===== src/rtl/mouse_vga_pkg.sv =====
// Shared definitions for the mouse cursor plotter: VGA register offsets,
// controller state encoding and pixel-burst slot encoding.
package mouse_vga_pkg;

  // Register offsets from the VGA peripheral base address
  localparam logic [7:0] OFS_X = 8'd0;
  localparam logic [7:0] OFS_Y = 8'd1;
  localparam logic [7:0] OFS_P = 8'd2;

  // Controller states
  typedef enum logic [2:0] {
    ST_IDLE  = 3'd0,
    ST_REQ   = 3'd1,
    ST_ERASE = 3'd2,
    ST_DRAW  = 3'd3,
    ST_DONE  = 3'd4
  } state_t;

  // Slot inside one three-write pixel burst
  typedef enum logic [1:0] {
    SLOT_X = 2'd0,
    SLOT_Y = 2'd1,
    SLOT_P = 2'd2
  } slot_t;

endpackage


===== src/rtl/vga_pixel_writer.sv =====
// Issues one pixel as a three-write burst (X, Y, pixel value) to the VGA
// peripheral. A slot is written only in a cycle where start and gnt are
// both high; when gnt drops the current slot is held and resumed later, so
// every slot is written exactly once.
//
// Handshake: start is a level held by the caller with stable x/y/value
// until done; done pulses in the same cycle as the pixel-value write.
module vga_pixel_writer
  import mouse_vga_pkg::*;
#(
  parameter logic [7:0] BASE_ADDR = 8'hB0
) (
  input  logic       clk,
  input  logic       rst_n,
  input  logic       start,
  input  logic [7:0] x,
  input  logic [7:0] y,
  input  logic       value,
  input  logic       gnt,
  output logic       done,
  output logic [7:0] addr,
  output logic [7:0] data,
  output logic       we
);

  slot_t slot_q;
  logic  write_now;

  assign write_now = start & gnt;
  assign we        = write_now;
  assign done      = write_now && (slot_q == SLOT_P);

  // Address/data mux: bus is driven to zero outside write cycles
  always_comb begin
    addr = 8'h00;
    data = 8'h00;
    if (write_now) begin
      case (slot_q)
        SLOT_X: begin
          addr = BASE_ADDR + OFS_X;
          data = x;
        end
        SLOT_Y: begin
          addr = BASE_ADDR + OFS_Y;
          data = y;
        end
        SLOT_P: begin
          addr = BASE_ADDR + OFS_P;
          data = {7'b0, value};
        end
        default: begin
          addr = 8'h00;
          data = 8'h00;
        end
      endcase
    end
  end

  // Slot sequencer: advances only on a completed write
  always_ff @(posedge clk or negedge rst_n) begin
    if (!rst_n) begin
      slot_q <= SLOT_X;
    end else if (write_now) begin
      case (slot_q)
        SLOT_X:  slot_q <= SLOT_Y;
        SLOT_Y:  slot_q <= SLOT_P;
        default: slot_q <= SLOT_X;
      endcase
    end
  end

endmodule


===== src/rtl/mouse_cursor_plotter.sv =====
// Bus master that turns mouse position updates into VGA frame-buffer writes:
// erase the previously drawn cursor square, then draw the new one. Owns the
// pending/old-position registers, the i/j pixel walk and the clipping.
module mouse_cursor_plotter
  import mouse_vga_pkg::*;
#(
  parameter logic [7:0] VGA_BASE_ADDR = 8'hB0,
  parameter int         X_LIMIT       = 160,
  parameter int         Y_LIMIT       = 120,
  parameter int         CURSOR_SIZE   = 2
) (
  input  logic       CLK,
  input  logic       RESET,
  input  logic [7:0] MOUSE_X,
  input  logic [7:0] MOUSE_Y,
  input  logic       MOUSE_VALID,
  input  logic       BUS_GNT,
  output logic       BUS_REQ,
  output logic [7:0] BUS_ADDR,
  output logic [7:0] BUS_DATA_OUT,
  output logic       BUS_DATA_OE,
  output logic       BUS_WE,
  output logic       BUSY,
  output state_t     dbg_state
);

  localparam logic [8:0] X_LIM   = 9'(X_LIMIT);
  localparam logic [8:0] Y_LIM   = 9'(Y_LIMIT);
  localparam logic [2:0] SIZE_M1 = 3'(CURSOR_SIZE - 1);

  state_t     state_q, state_d;
  logic       pending_q;
  logic [7:0] pend_x_q, pend_y_q;
  logic [7:0] new_x_q, new_y_q;
  logic [7:0] old_x_q, old_y_q;
  logic       drawn_q;
  logic [2:0] i_q, j_q;

  logic       pend_clr, take_new, walk_rst, commit, bus_req;
  logic [7:0] cur_x, cur_y;
  logic [8:0] px, py;
  logic       in_walk, clip, last_pix;
  logic       pix_start, pix_done, pix_adv;
  logic       we;

  // Current pixel: old square while erasing, new square while drawing.
  // Sums are 9 bits wide so a coordinate of 8'hFF plus an offset does not wrap.
  always_comb begin
    cur_x     = (state_q == ST_ERASE) ? old_x_q : new_x_q;
    cur_y     = (state_q == ST_ERASE) ? old_y_q : new_y_q;
    px        = {1'b0, cur_x} + {6'b0, i_q};
    py        = {1'b0, cur_y} + {6'b0, j_q};
    in_walk   = (state_q == ST_ERASE) || (state_q == ST_DRAW);
    clip      = (px >= X_LIM) || (py >= Y_LIM);
    last_pix  = (i_q == SIZE_M1) && (j_q == SIZE_M1);
    pix_start = in_walk && !clip;
    // A clipped pixel costs exactly one idle cycle, regardless of grant
    pix_adv   = in_walk && (clip || pix_done);
  end

  // Next-state and control decode
  always_comb begin
    state_d  = state_q;
    pend_clr = 1'b0;
    take_new = 1'b0;
    walk_rst = 1'b0;
    commit   = 1'b0;
    bus_req  = 1'b0;
    case (state_q)
      ST_IDLE: begin
        if (pending_q) begin
          pend_clr = 1'b1;
          if (!(drawn_q && pend_x_q == old_x_q && pend_y_q == old_y_q)) begin
            take_new = 1'b1;
            state_d  = ST_REQ;
          end
        end
      end
      ST_REQ: begin
        bus_req = 1'b1;
        if (BUS_GNT) begin
          walk_rst = 1'b1;
          state_d  = drawn_q ? ST_ERASE : ST_DRAW;
        end
      end
      ST_ERASE: begin
        bus_req = 1'b1;
        if (pix_adv && last_pix) begin
          walk_rst = 1'b1;
          state_d  = ST_DRAW;
        end
      end
      ST_DRAW: begin
        bus_req = 1'b1;
        if (pix_adv && last_pix) begin
          commit  = 1'b1;
          state_d = ST_DONE;
        end
      end
      ST_DONE: begin
        state_d = ST_IDLE;
      end
      default: begin
        state_d = ST_IDLE;
      end
    endcase
  end

  // State register
  always_ff @(posedge CLK or negedge RESET) begin
    if (!RESET) state_q <= ST_IDLE;
    else        state_q <= state_d;
  end

  // Pending update capture; a new strobe wins over a same-cycle clear
  always_ff @(posedge CLK or negedge RESET) begin
    if (!RESET) begin
      pending_q <= 1'b0;
      pend_x_q  <= 8'h00;
      pend_y_q  <= 8'h00;
    end else if (MOUSE_VALID) begin
      pending_q <= 1'b1;
      pend_x_q  <= MOUSE_X;
      pend_y_q  <= MOUSE_Y;
    end else if (pend_clr) begin
      pending_q <= 1'b0;
    end
  end

  // Target and drawn-cursor position registers
  always_ff @(posedge CLK or negedge RESET) begin
    if (!RESET) begin
      new_x_q <= 8'h00;
      new_y_q <= 8'h00;
      old_x_q <= 8'h00;
      old_y_q <= 8'h00;
      drawn_q <= 1'b0;
    end else begin
      if (take_new) begin
        new_x_q <= pend_x_q;
        new_y_q <= pend_y_q;
      end
      if (commit) begin
        old_x_q <= new_x_q;
        old_y_q <= new_y_q;
        drawn_q <= 1'b1;
      end
    end
  end

  // Row-major walk over the square: i inner (X), j outer (Y)
  always_ff @(posedge CLK or negedge RESET) begin
    if (!RESET) begin
      i_q <= 3'd0;
      j_q <= 3'd0;
    end else if (walk_rst) begin
      i_q <= 3'd0;
      j_q <= 3'd0;
    end else if (pix_adv) begin
      if (i_q == SIZE_M1) begin
        i_q <= 3'd0;
        j_q <= j_q + 3'd1;
      end else begin
        i_q <= i_q + 3'd1;
      end
    end
  end

  vga_pixel_writer #(
    .BASE_ADDR (VGA_BASE_ADDR)
  ) u_writer (
    .clk   (CLK),
    .rst_n (RESET),
    .start (pix_start),
    .x     (px[7:0]),
    .y     (py[7:0]),
    .value (state_q == ST_DRAW),
    .gnt   (BUS_GNT),
    .done  (pix_done),
    .addr  (BUS_ADDR),
    .data  (BUS_DATA_OUT),
    .we    (we)
  );

  assign BUS_WE      = we;
  assign BUS_DATA_OE = we;
  assign BUS_REQ     = bus_req;
  assign BUSY        = pending_q || (state_q != ST_IDLE);
  assign dbg_state   = state_q;

endmodule


===== config.mk =====
export PLATFORM = sky130hd
export DESIGN_NAME = mouse_cursor_plotter
export DESIGN_NICKNAME = d
export VERILOG_FILES = /design/src/rtl/mouse_vga_pkg.sv /design/src/rtl/vga_pixel_writer.sv /design/src/rtl/mouse_cursor_plotter.sv
export SDC_FILE = /design/constraint.sdc
export NUM_CORES = 1
export LEC_CHECK = 0
export ABC_AREA = 1
export CAP_MARGIN = 15
export CORE_ASPECT_RATIO = 1.5
export CORE_MARGIN = 2
export CORE_UTILIZATION = 60
export CTS_CLUSTER_DIAMETER = 30
export CTS_CLUSTER_SIZE = 8
export DETAILED_ROUTE_END_ITERATION = 8
export HOLD_SLACK_MARGIN = 0.06
export PLACE_DENSITY = 0.84
export SLEW_MARGIN = 20
export SYNTH_ARGS = -nofsm -noshare
export SYNTH_HDL_FRONTEND = slang
export SYNTH_SLANG_ARGS = --single-unit

===== constraint.sdc =====
create_clock -name CLK -period 9.7 [get_ports CLK]
set_input_delay 1.94 -clock CLK [delete_from_list [all_inputs] [get_ports CLK]]
set_output_delay 1.94 -clock CLK [all_outputs]
set_load 0.01 [all_outputs]

==> results.ini, run 1 <==
[run_status]
outcome = finished, violations left
violations = DRC

[synthesis]
yosysTopAreaCell = dfrtp_1
synth_warnings = 0
synth_common_cells = nand2_1, inv_1, dfrtp_1, o21ai_0, nor2_1
synth_area_leaders = dfrtp_1, nand2_1, inv_1, o21ai_0, o21ai_2
synth.distinct_cells = 35
synth_seq_cells = 61
synth-main-ff-cell = dfrtp_1
netlist_area_sq_um = 3796
synth_edf_count = 0
ys_seq_area_share_pct = 40.21
netlist_instances = 501
synthArstFlopShare_pct = 100.0
synth.top_cell.area_share_pct = 40.21
syn_avg_cell_area_sq_um = 7.577
synth_most_common_cell = nand2_1

[global_routing]
grt_antenna_before_repair = 0
grt_pass1_vias = 3196
grt_start_max_net_pins = 62
overflow = 0
grt_pass1_wl_microns = 14080
grt_usage_pct = 27.09

[routing]
drc_errors = 1
postRouteAntennaNets = 0
drtIter0Drc = 195
num_vias = 3306
dr.pass1.iters = 8
wl_microns = 8460
wl_per_cell_microns = 13.78
viasPerCell = 5.384

[setup_path]
startpoint_type = flop
crit_slowest_cell = clkdlybuf4s50_1
max_stage_delay_ns = 0.57
critPathArrivalTime_ns = 4.47
required_ns = 7.76
crit_top_cell = nand2_1
cp-end-kind = output pin
cp_top_family = buffers and inverters
cp_max_fo = 20
criticalPathCategory = reg -> out
cp_num_buf_inv = 6
cp_cell_sequence = inv_2 -> nand3_2 -> inv_1 -> nand2_1 -> o21ai_0 -> ha_1 -> inv_1 -> fa_1 -> inv_1 -> a21oi_1 -> nor2_2 -> nand3_1 -> nand2_1 -> nand2_1 -> nand2_1 -> nand3_2 -> nor2_2 -> inv_2 -> a21oi_1 -> clkdlybuf4s50_1

[sta]
setup_viol = 0
period_minus_slack_ns = 6.405
period_share_pct = 66.03
slew_viol_final = 0
worst_pin_slew_ns = 0.9930
fin_skew_ns = 0.009810
max-slew-margin-rel_pct = 33.61
rsz0062_at_grt = no
setup_tns_ns = 0
hold_viol_final = 0
fmax_mhz = 156.1
fin_ws_ns = 3.295

[min_path]
hp-class = reg -> reg

[placement]
io_buffer_count = 39
pre_cts_ws_ns = 3.699
hpwl_microns = 6276
post-place-cells = 598
place.gp.congestion = 0.9651

[floorplanning]
die_x_microns = 68.95
io_pins = 43
initial_core_util_pct = 61.92
core-area_sq_um = 6131
dieHeight_microns = 101.4
dieArea_sq_um = 6992
num_rows = 35

[final_layout]
syn_to_final_growth_pct = 14.90
nets = 565
stdcell_count = 614
utilization_pct = 71.14
layout-drive-gt1-share_pct = 14.26
diodes = 0

[clock_tree]
cts_max_path_buffers = 2
cts_resized = 0
hold_buffers = 0
numCtsBuffers = 9
postCtsSetupBuffers = 0
cts_root_buf = clkbuf_8
htreeDepth = 3
clk_latency_ns = 0.34
cts_sinks = 61
path_clk_slew_ns = 0.07
cts_tree = yes

[pwr]
power_uw = 701.9
p_per_area_nw_per_um2 = 160.9
peakVddDrop_v = 0.0001262
p_leak_uw = 0.002083

[run]
cap_violations = 0

## routing by layer
layer	global-route usage, %	vias to the layer above	share of wire, %
li1	-	1659	-
met1	31.25	1519	40
met4	15.08	0	3.9
met2	46.15	99	52
met5	0	-	0
met3	4.889	29	3.9
## registers in the layout, indices dropped and copies added (netlist names), 8 cells and up
signal,count
pend_x_q,8
pend_y_q,8
new_y_q,8
old_x_q,8
old_y_q,8
new_x_q,8
## cells in the final DEF, fill, tap and decap left out, drive strengths merged, types with 4 or more instances in the layout
| cell type | Yosys | routed |
|---|---|---|
| ha | 8 | 8 |
| nand4 | 5 | 5 |
| inv | 80 | 80 |
| dfrtp | 61 | 61 |
| o22ai | 5 | 5 |
| nand3 | 29 | 29 |
| nor2 | 37 | 37 |
| xor2 | 4 | 4 |
| clkdlybuf4s50 | 0 | 38 |
| o21ai | 69 | 69 |
| a21oi | 17 | 17 |
| nand2 | 152 | 152 |
| clkbuf | 6 | 13 |
## where the power goes
group | leakage, uW | switching, uW | internal, uW
combinational | 0.00119 | 98.1 | 64.7
clock | 0.000106 | 100 | 139
sequential | 0.000787 | 24.1 | 275
total | 0.00208 | 222 | 480
## kinds of logic after synthesis
group / synth area share, %
xor gates and xnor gates: 1.154
and+or+nand+nor: 27.49
AOI/OAI and AO/OA: 15.79
adders and majority gates: 3.692
buffers and inverters: 11.57
other: 0.09878
DFF: 40.21
## path summary, 6_finish.rpt
check / start / endpoint / slack, ns / depth (start not counted)
worst max-delay path: dbg_state[0] / BUS_ADDR[5] / 3.29 / 20
worst min-delay path: new_x_q[6] / new_x_q[6] / 0.49 / 2
worst max register to register: dbg_state[0] / old_y_q[0] / 5.55 / 19
worst min register to register: new_x_q[6] / new_x_q[6] / 0.49 / 2
max in group asynchronous: RESET / new_x_q[7] / 7.42 / 2
min in group asynchronous: RESET / i_q[0] / 1.75 / 2
## worst reg2reg max path, delay by kind of cell (launching register included)
kind	cells	cell delay (ns)
flops	1	0.47
buf+inv	3	0.80
simple gates	12	1.80
fa+ha+maj	1	0.48
compound gates	3	0.57
## stage by stage
step / area (sq um) / hold slack (ns)
floorplan: 3804 / 0.4477
global placement: 4150 / 0.4659
detailed placement: 4150 / 0.4730
CTS: 4362 / 0.4895
global route: 4362 / 0.5126
finish: 4362 / 0.4891
## final cells by class
cell class | count | area [sq um]
Clock buffer | 13 | 168.9
Clock inverter | 3 | 42.54
Inverter | 80 | 300.3
Sequential cell | 61 | 1526
Fill cell | 485 | 1769
Multi-Input combinational cell | 343 | 1838
Timing Repair Buffer | 40 | 392.9
Tap cell | 74 | 92.59
No activity file was read; power rests on OpenSTA's default activity.
==> run 2, diff against run 1 <==
--- a/config.mk
+++ b/config.mk
@@ -9,12 +9,12 @@
 export CAP_MARGIN = 15
 export CORE_ASPECT_RATIO = 1.5
 export CORE_MARGIN = 2
-export CORE_UTILIZATION = 60
+export CORE_UTILIZATION = 51
 export CTS_CLUSTER_DIAMETER = 30
 export CTS_CLUSTER_SIZE = 8
 export DETAILED_ROUTE_END_ITERATION = 8
 export HOLD_SLACK_MARGIN = 0.06
-export PLACE_DENSITY = 0.84
+export PLACE_DENSITY = 0.76
 export SLEW_MARGIN = 20
 export SYNTH_ARGS = -nofsm -noshare
 export SYNTH_HDL_FRONTEND = slang
==> constraint.sdc (replaced) <==
create_clock -name CLK -period 5.88 [get_ports CLK]
set_input_delay 1.176 -clock CLK [delete_from_list [all_inputs] [get_ports CLK]]
set_output_delay 1.176 -clock CLK [all_outputs]
set_load 0.01 [all_outputs]
==> run 2 against run 1 <==
Compared with the run above: the run now ends clean; first-iteration DRC count down 17%; flip-flop and latch count is the same; largest power group unchanged; global-route usage shrank 4.1 points; via count decreased by 2.0%; sequential share of layout area is 0.43 points lower; register-to-register slack worse by 3.5 ns; design area up 1.2%; sequential power increased by 65%; cell count is 4.4% higher; clock-buffer cell count is the same; wire length fell by 0.70%; non-clock buffer count unchanged.
==> results.ini, run 2 (synthesized netlist as in run 1, its figures left out) <==
[routing]
num_vias = 3240  ; -2.0%
drc_errors = 0  ; -1
wirelength_met1_microns = 3475  ; +2.0%
drtIter0Drc = 161  ; -17%
dr.pass1.iters = 5  ; -3
met3_length_microns = 304  ; -6.7%
viasPerCell = 5.055  ; -6.1%
wl_per_cell_microns = 13.11  ; -4.9%
wl_met2_microns = 4401  ; +0.18%
wl_microns = 8401  ; -0.70%
postRouteAntennaNets = 0  ; unchanged
top_layer_used = met4

[floorplanning]
io_pins = 43  ; unchanged
num_rows = 38  ; +8.6%
dieArea_sq_um = 8164  ; +17%
core-area_sq_um = 7227  ; +18%
die_x_microns = 74.45  ; +8.0%
initial_core_util_pct = 52.53  ; -9.4 points
dieHeight_microns = 109.7  ; +8.1%

[sta]
fmax_mhz = 186.1
slew_viol_final = 0  ; unchanged
worst_pin_slew_ns = 0.9992  ; +0.006181 ns
period_share_pct = 91.37
max-slew-margin-rel_pct = 33.20  ; -0.41 points
fin_skew_ns = 0.01214  ; +0.002334 ns
period_minus_slack_ns = 5.373
hold_viol_final = 0  ; unchanged
rsz0062_at_grt = no
setup_tns_ns = 0  ; unchanged
setup_viol = 0  ; unchanged

[final_layout]
nets = 566  ; +0.18%
most-common-layout-cells = nand2_1, inv_1, dfrtp_1, o21ai_0, clkdlybuf4s50_1
mostFrequentLayoutCell = nand2_1
seq_area_sq_um = 1526  ; unchanged
fin_area_sq_um = 4415  ; +1.2%
layout-drive-gt1-share_pct = 14.60  ; +0.34 points
multi_input_area_sq_um = 1856  ; +0.95%
diodes = 0  ; unchanged
stdcell_count = 641  ; +4.4%
utilization_pct = 61.10  ; -10 points
nFillCells = 688  ; +42%
syn_to_final_growth_pct = 16.31

[pwr]
p_int_uw = 791.2  ; +65%
peakVddDrop_v = 0.0001906  ; +51%
seq_power_share_pct = 42.8  ; about the same
p_sw_share_pct = 31.72  ; +0.047 points
p_leak_uw = 0.002099  ; +0.74%
power_uw = 1159  ; +65%
p_per_area_nw_per_um2 = 262.4  ; +63%
switchingPower_uw = 367.5  ; +65%
clockPowerShare_pct = 34.0  ; about the same
combPwrFrac_pct = 23.2  ; about the same

[setup_path]
cp_cell_sequence = inv_2 -> nand3_4 -> clkinvlp_4 -> o21ai_0 -> ha_1 -> inv_1 -> fa_1 -> inv_1 -> a21oi_1 -> nor2_2 -> nand3_1 -> nand2_1 -> nand2_1 -> nand2_1 -> nand3_2 -> nor2_2 -> nand2_1 -> inv_1 -> nand2_1 -> o21ai_1 -> clkdlybuf4s50_1
max_stage_delay_ns = 0.54  ; -0.03 ns
reg2reg_slack_ns = 2.06  ; -3.49 ns
startpoint_type = flop
criticalPathCategory = reg -> out
r2r-start = dbg_state[0]
required_ns = 4.70  ; -3.06 ns
cp_top_family = simple AND/OR/NAND/NOR gates
cp_num_buf_inv = 6  ; unchanged
critPathArrivalTime_ns = 4.20  ; -0.27 ns
cp_max_fo = 14  ; -30%
r2r_cells = 20  ; +1
crit_top_cell = nand2_1
crit_slowest_cell = clkdlybuf4s50_1
worst_r2r_endpoint = old_y_q[1]
critPathLaunch = dbg_state[0]
cp-end-kind = output pin

[placement]
hpwl_microns = 6461  ; +2.9%
post-place-cells = 624  ; +4.3%
place.gp.congestion = 0.9593  ; -0.60%
placed_area_sq_um = 4183  ; +0.78%
io_buffer_count = 39  ; unchanged

[run_status]
outcome = finished clean

[clock_tree]
cts_max_path_buffers = 2  ; unchanged
postCtsSetupBuffers = 0  ; unchanged
hold_buffers = 0  ; unchanged
cts_root_buf = clkbuf_8
numCtsBuffers = 9  ; unchanged
cts_sinks = 61  ; unchanged
path_clk_slew_ns = 0.07  ; about the same
clk_latency_ns = 0.35  ; about the same
cts_tree = yes
cts_resized = 0  ; unchanged
htreeDepth = 3  ; unchanged

[run]
cap_violations = 0  ; unchanged

[global_routing]
overflow = 0  ; unchanged
grt_pass1_wl_microns = 14260  ; +1.3%
grt_antenna_before_repair = 0  ; unchanged
grt_usage_pct = 22.99  ; -4.1 points
grt_start_max_net_pins = 62  ; unchanged
grt_pass1_vias = 3191  ; -0.16%

[min_path]
min_from = new_x_q[4]
hp-class = reg -> reg
holdPathEnd = new_x_q[4]
whs_path_depth = 2  ; unchanged

## run 2: cell count changes in the layout (fill, tap and decap cells not counted), sizes merged
cell | previous run | this run
clkinvlp | 1 | 2
inv | 80 | 79
nand3 | 29 | 30
## run 2: final cells by class
cell class | count | share of cell area (%)
Clock inverter | 3 | 0.9634
Clock buffer | 13 | 3.825
Timing Repair Buffer | 40 | 8.898
Sequential cell | 61 | 34.57
Inverter | 80 | 6.886
Tap cell | 100 | 2.834
Multi-Input combinational cell | 344 | 42.02
## run 2: power by group through the flow
stage	logic (uW)	registers (uW)	clock network [uW]
6_report	269	496	394
5_1_grt	312	499	418
4_1_cts	269	495	400
3_5_place_dp	268	503	0
3_3_place_gp	260	501	0
2_1_floorplan	181	490	0
## run 2: worst max path at each step
| stage | to | slack, ns | cells after the start |
|---|---|---|---|
| after global placement | BUS_DATA_OUT[3] | 0.78 | 20 |
| after global routing | BUS_DATA_OUT[1] | 0.02 | 21 |
| after CTS | BUS_DATA_OUT[1] | 0.19 | 22 |
| final | BUS_DATA_OUT[1] | 0.51 | 21 |
| after floorplan | BUS_ADDR[5] | 1.50 | 21 |
| after detailed placement | BUS_DATA_OUT[1] | 0.58 | 22 |
## run 2: metrics by stage
step           setup WS [ns]  hold WS, ns
5_1_grt              0.02442       0.5086
3_3_place_gp          0.7825       0.4671
6_report              0.5074       0.4882
4_1_cts               0.1918       0.4897
2_1_floorplan          1.503       0.4477
3_5_place_dp          0.5794       0.4725
## run 2: worst register-to-register path: stages (launching register included)
cell        delay, ns
dfrtp_1          0.48
inv_2            0.19
nand3_4          0.20
clkinvlp_4       0.17
nand2_1          0.09
nand2_1          0.07
ha_1             0.21
fa_1             0.42
a21oi_1          0.28
nand3b_1         0.16
nand2_1          0.05
nand2_1          0.09
nand2_1          0.06
nor2_1           0.11
nand2_1          0.09
nand3_2          0.09
a21oi_2          0.06
nor2_4           0.15
nand3_4          0.43
nand2_1          0.24
o21ai_2          0.07
## run 2: metal layers
metal	GRT usage [%]	vias up
li1	-	1653
met1	26.82	1496
met2	39.82	71
met3	4.950	20
met4	10.08	0
met5	0	-
